`config.mk`:
```
export PLATFORM = sky130hd
export DESIGN_NAME = wb_trace_buffer
export DESIGN_NICKNAME = d
export VERILOG_FILES = /design/src/rtl/wb_trace_buffer.sv
export SDC_FILE = /design/constraint.sdc
export NUM_CORES = 2
export LEC_CHECK = 0
export ABC_AREA = 0
export CORE_MARGIN = 4
export CORE_UTILIZATION = 65
export CTS_CLUSTER_SIZE = 40
export DETAILED_ROUTE_END_ITERATION = 10
export HOLD_SLACK_MARGIN = 0.05
export PLACE_DENSITY = 0.83
export SLEW_MARGIN = 25
export SYNTH_ARGS = -nofsm -noshare
export SYNTH_HDL_FRONTEND = slang
export SYNTH_SLANG_ARGS = --single-unit
```
`constraint.sdc`:
```
create_clock -name clk -period 29 [get_ports clk]
set_input_delay 2.9 -clock clk [delete_from_list [all_inputs] [get_ports clk]]
set_output_delay 2.9 -clock clk [all_outputs]
set_load 0.1 [all_outputs]
```
`src/rtl/wb_trace_buffer.sv`:
```
// Passive trace collector: captures register writebacks and data-memory stores as
// cycle-stamped records into a first-word-fall-through FIFO drained over valid/ready.
module wb_trace_buffer #(
  parameter int DEPTH      = 16,
  parameter int DATA_W     = 32,
  parameter int DM_ADDRESS = 9,
  parameter int CNT_W      = 32
) (
  input  logic                     clk,
  input  logic                     reset,
  input  logic                     en,
  input  logic                     reg_write_sig,
  input  logic [4:0]               reg_num,
  input  logic [DATA_W-1:0]        reg_data,
  input  logic                     wr,
  input  logic [DM_ADDRESS-1:0]    addr,
  input  logic [DATA_W-1:0]        wr_data,
  input  logic                     out_ready,
  input  logic                     clr_overflow,
  output logic                     out_valid,
  output logic [CNT_W-1:0]         out_cycle,
  output logic                     out_rf_valid,
  output logic [4:0]               out_rd,
  output logic [DATA_W-1:0]        out_rd_data,
  output logic                     out_st_valid,
  output logic [DM_ADDRESS-1:0]    out_st_addr,
  output logic [DATA_W-1:0]        out_st_data,
  output logic [$clog2(DEPTH):0]   count,
  output logic                     overflow,
  output logic [15:0]              drop_count
);

  localparam int PW = $clog2(DEPTH);
  localparam logic [PW:0] FULL_CNT = (PW + 1)'(DEPTH);

  typedef struct packed {
    logic [CNT_W-1:0]      cycle;
    logic                  rf_v;
    logic [4:0]            rd;
    logic [DATA_W-1:0]     rd_data;
    logic                  st_v;
    logic [DM_ADDRESS-1:0] st_addr;
    logic [DATA_W-1:0]     st_data;
  } rec_t;

  rec_t            mem_q [DEPTH];
  rec_t            head_q, head_d, new_rec;
  logic [PW-1:0]   wr_ptr_q, wr_ptr_d, rd_ptr_q, rd_ptr_d;
  logic [PW:0]     count_q, count_d;
  logic [CNT_W-1:0] cyc_q;
  logic            overflow_q, overflow_d;
  logic [15:0]     drop_q, drop_d;
  logic            rf_ev, push_req, pop, full, push, drop;

  always_comb begin
    rf_ev    = reg_write_sig && (reg_num != 5'd0);
    push_req = en && (rf_ev || wr);
    pop      = (count_q != '0) && out_ready;
    full     = (count_q == FULL_CNT);
    push     = push_req && (!full || pop);
    drop     = push_req && full && !pop;

    new_rec.cycle   = cyc_q;
    new_rec.rf_v    = rf_ev;
    new_rec.rd      = rf_ev ? reg_num : 5'd0;
    new_rec.rd_data = rf_ev ? reg_data : '0;
    new_rec.st_v    = wr;
    new_rec.st_addr = wr ? addr : '0;
    new_rec.st_data = wr ? wr_data : '0;

    wr_ptr_d = push ? wr_ptr_q + 1'b1 : wr_ptr_q;
    rd_ptr_d = pop ? rd_ptr_q + 1'b1 : rd_ptr_q;

    count_d = count_q;
    if (push && !pop)      count_d = count_q + 1'b1;
    else if (pop && !push) count_d = count_q - 1'b1;

    // The registered head tracks the record that will sit at rd_ptr after this edge;
    // it may be the one being written right now, which is not yet in storage.
    head_d = head_q;
    if (count_d != '0)
      head_d = (push && (wr_ptr_q == rd_ptr_d)) ? new_rec : mem_q[rd_ptr_d];

    overflow_d = overflow_q;
    drop_d     = drop_q;
    if (drop) begin
      overflow_d = 1'b1;
      if (clr_overflow)            drop_d = 16'd1;
      else if (drop_q != 16'hFFFF) drop_d = drop_q + 16'd1;
    end else if (clr_overflow) begin
      overflow_d = 1'b0;
      drop_d     = 16'd0;
    end
  end

  always_ff @(posedge clk) begin
    if (push) mem_q[wr_ptr_q] <= new_rec;
  end

  always_ff @(posedge clk or negedge reset) begin
    if (!reset) begin
      head_q     <= '0;
      wr_ptr_q   <= '0;
      rd_ptr_q   <= '0;
      count_q    <= '0;
      cyc_q      <= '0;
      overflow_q <= 1'b0;
      drop_q     <= '0;
    end else begin
      head_q     <= head_d;
      wr_ptr_q   <= wr_ptr_d;
      rd_ptr_q   <= rd_ptr_d;
      count_q    <= count_d;
      cyc_q      <= cyc_q + 1'b1;
      overflow_q <= overflow_d;
      drop_q     <= drop_d;
    end
  end

  assign out_valid    = (count_q != '0);
  assign out_cycle    = head_q.cycle;
  assign out_rf_valid = head_q.rf_v;
  assign out_rd       = head_q.rd;
  assign out_rd_data  = head_q.rd_data;
  assign out_st_valid = head_q.st_v;
  assign out_st_addr  = head_q.st_addr;
  assign out_st_data  = head_q.st_data;
  assign count        = count_q;
  assign overflow     = overflow_q;
  assign drop_count   = drop_q;

endmodule

```
==> flow_metrics.env <==
export IMPL_fp_row_count=134
export IMPL_grt_pass1_vias=60400
export IMPL_swShare_pct=40.9
export IMPL_regToRegEndpoint="out_rd_data[17]"
export IMPL_drt_first_pass_iters=7
export IMPL_arrival_ns=8.01
export IMPL_ios=220
export IMPL_cp_startpoint="out_ready"
export IMPL_cts_setup_buffers=0
export IMPL_grt_overflow=0
export IMPL_synth_top_area_cell="edfxtp_1"
export IMPL_seq_power_share_pct=32.5
export IMPL_yosysMostFrequentCell="edfxtp_1"
export IMPL_fin_area_mm2=0.0971
export IMPL_final_hold_violation_count=0
export IMPL_final_net_count=6225
export IMPL_routed_wl_mm=246
export IMPL_yosysSeqAreaShare_pct=66.8
export IMPL_globalplace_congestion=0.801
export IMPL_post_cts_resized=0
export IMPL_critPathCaptureType="register"
export IMPL_internal_power_mw=6.54
export IMPL_placed_area_mm2=0.0906
export IMPL_clock_path_buffers=3
export IMPL_power_frac_clock_pct=23.2
export IMPL_detail_route_vias_per_cell=7.38
export IMPL_power_density_mw_per_mm2=114
export IMPL_yosys_most_used_dff="edfxtp_1"
export IMPL_avgSynthCellArea_um2=14.2
export IMPL_start_util_pct=65.3
export IMPL_area_growth_pct=11.6
export IMPL_worst_pin_slew_ns=1.18
export IMPL_power_leakage_nw=33.2
export IMPL_clock_sinks=1966
export IMPL_cts_inserted_buffers=191
export IMPL_p_total_mw=11.1
export IMPL_grt_pass1_wl_mm=367
export IMPL_cts_hold_buf=0
export IMPL_finalNonFillerCells=8069
export IMPL_dieWidth_um=374
export IMPL_drive_gt1_share_pct=12.5
export IMPL_switchingPower_mw=4.52
export IMPL_cts_tree="yes"
export IMPL_place_hpwl_mm=124
export IMPL_grt_usage_pct=34.6
export IMPL_clk_pin_slew_worst_paths_ns=0.06
export IMPL_netlist_top_cells_count="edfxtp_1 (1792), nor2_1 (538), mux2i_1 (421)"
export IMPL_pre_cts_ws_ns=20.98
export IMPL_synth_top_area_share_pct=61.8
export IMPL_core_mm2=0.133
export IMPL_rsz0062_at_grt="false"
export IMPL_setup_ws_ns=21.62
export IMPL_crit_required_ns=29.63
export IMPL_finish_utilization_pct=72.9
export IMPL_start_kind="input pin"
export IMPL_whs_endpoint="overflow"
export IMPL_slew_viol_final=0
export IMPL_synthCells=6133
export IMPL_min_period_over_period_pct=25.4
export IMPL_reg2reg_depth=13
export IMPL_r2r_start="count[0]"
export IMPL_ir_worst_vdd_mv=0.205
export IMPL_die_area_mm2=0.140
export IMPL_synth_warnings=0
export IMPL_synth_ff_latch_count=1966
export IMPL_wl_per_cell_um=30.5
export IMPL_power_frac_comb_pct=44.3
export IMPL_cap_viol_max_count=0
export IMPL_antenna_found_initial=3
export IMPL_slew_headroom_pct=21.4
export IMPL_synth_area_leaders="edfxtp_1 (62%), mux4_2 (5.8%), dfrtp_1 (5.0%)"
export IMPL_die_h_um=374
export IMPL_synth_area_mm2=0.0871
export IMPL_synthArstFlopShare_pct=8.85
export IMPL_fin_tns_setup_ns=0
export IMPL_regArea_mm2=0.0582
export IMPL_cts_root_buf="clkbuf_16"
export IMPL_multi_input_area_mm2=0.0269
export IMPL_crit_type="input pin to register"
export IMPL_reg2reg_slack_ns=22.76
export IMPL_drt_iter0_markers=8885
export IMPL_vias=59500
export IMPL_drcViolationCount=0
export IMPL_port_buffers=219
export IMPL_hold_start="overflow"
export IMPL_ys_types=64
export IMPL_fin_crit_ns=7.38
export IMPL_fin_skew_ns=0.0291
export IMPL_dp_cells=7703
export IMPL_whs_ns=0.551
export IMPL_setup_viol=0
export IMPL_syn_num_nets=6228
export IMPL_whs_path_depth=2
export IMPL_h_tree_depth=4
export IMPL_max_freq_mhz=136
export IMPL_ant_nets=0
export IMPL_outcome="finished clean"
export IMPL_grt_start_max_net_pins=192
export IMPL_fillers=7860
export IMPL_clock_latency_ns=0.83
export IMPL_hp_class="register to register"
export IMPL_path_max_fanout=65
export IMPL_synth_edf_count=1792
final cells by class:
type | count | share of cell area, %
sequential | 1966 | 59.9
multi-input combinational | 3617 | 27.7
clock buffer | 274 | 5.59
timing repair buffer | 333 | 3.28
tap | 1768 | 2.28
clock inverter | 88 | 1.11
inverter | 21 | 0.0992
antenna | 2 | 0.00515
registers in the layout, summed over array words and instances, names as in the netlist:
signal	count
cyc_q	32
out_rd	5
out_st_data	32
out_rf_valid	1
out_rd_data	32
drop_count	16
out_st_valid	1
rd_ptr_q	4
out_st_addr	9
out_cycle	32
count	5
overflow	1
mem_q	1792
wr_ptr_q	4
how the worst max path moves through the flow:
stage	endpoint	cells after the start
after global placement	out_rd_data[8]	11
after global routing	out_rd_data[3]	11
after detailed placement	out_st_data[26]	11
final	out_rd_data[17]	11
after floorplan	mem_q[3][0]	6
after CTS	out_st_data[26]	11
power by group through the flow:
stage / Sequential (mW) / Combinational (mW) / Clock, mW
after floorplan: 4.18 / 2.93 / 0
after global placement: 3.63 / 4.61 / 0
after detailed placement: 3.65 / 4.76 / 0
after CTS: 3.59 / 4.81 / 2.57
after global routing: 3.61 / 5.12 / 2.70
final: 3.60 / 4.90 / 2.56
layout by cell type, fill, tap and decap left out, types with 21 or more instances in the layout:
master              n
a211o_1            77
nor3_1            393
o221ai_1          105
a21oi_1           251
edfxtp_1         1792
dfrtp_1           172
o221a_2            75
clkbuf_1           52
o311ai_0           38
a2111oi_0          25
o211ai_1           55
clkbuf_16         193
bufinv_16          21
nor4_1            147
mux2i_1           421
and3_1            105
mux4_2            224
a31oi_1           109
a211oi_1          148
o2111ai_1          22
clkbuf_8           29
and2_1             82
xnor2_1            27
clkinv_2           34
buf_4              99
nand3_1            49
nand2_1           327
clkdlybuf4s50_1   212
o22ai_1            41
a311o_1            74
nor2_1            523
o21ai_0            72
or3_1              33
layer usage:
metal  vias to the layer above  GRT usage [%]  part of all wire [%]
met5                         -              0                0.0053
met4                         2           19.1                   5.9
met1                     29200           45.2                    34
met2                      4976           54.5                    47
met3                       998           7.77                    13
li1                      24300              -                     -
critical path, stage by stage:
cell and delay [ns]:
buf_2 0.11, buf_4 0.42, inv_1 0.17, nor2_4 0.51
buf_4 0.73, mux2i_1 0.24, a32oi_1 0.26, a211o_4 0.77
or2_4 0.81, buf_6 0.69, a31oi_1 0.20
kinds of logic (layout without fill, tap and decap cells):
logic type / Yosys count / in the layout / synth area share (%)
simple gates: 1759 / 1759 / 9.56
compound gates: 1146 / 1146 / 9.67
other cells: 0 / 2 / 0
fa+ha+maj: 10 / 10 / 0.144
flops: 1966 / 1966 / 66.8
mux: 655 / 655 / 10.8
xor+xnor: 47 / 47 / 0.489
buf+inv: 550 / 716 / 2.56
(Power assumes the default switching activity.)
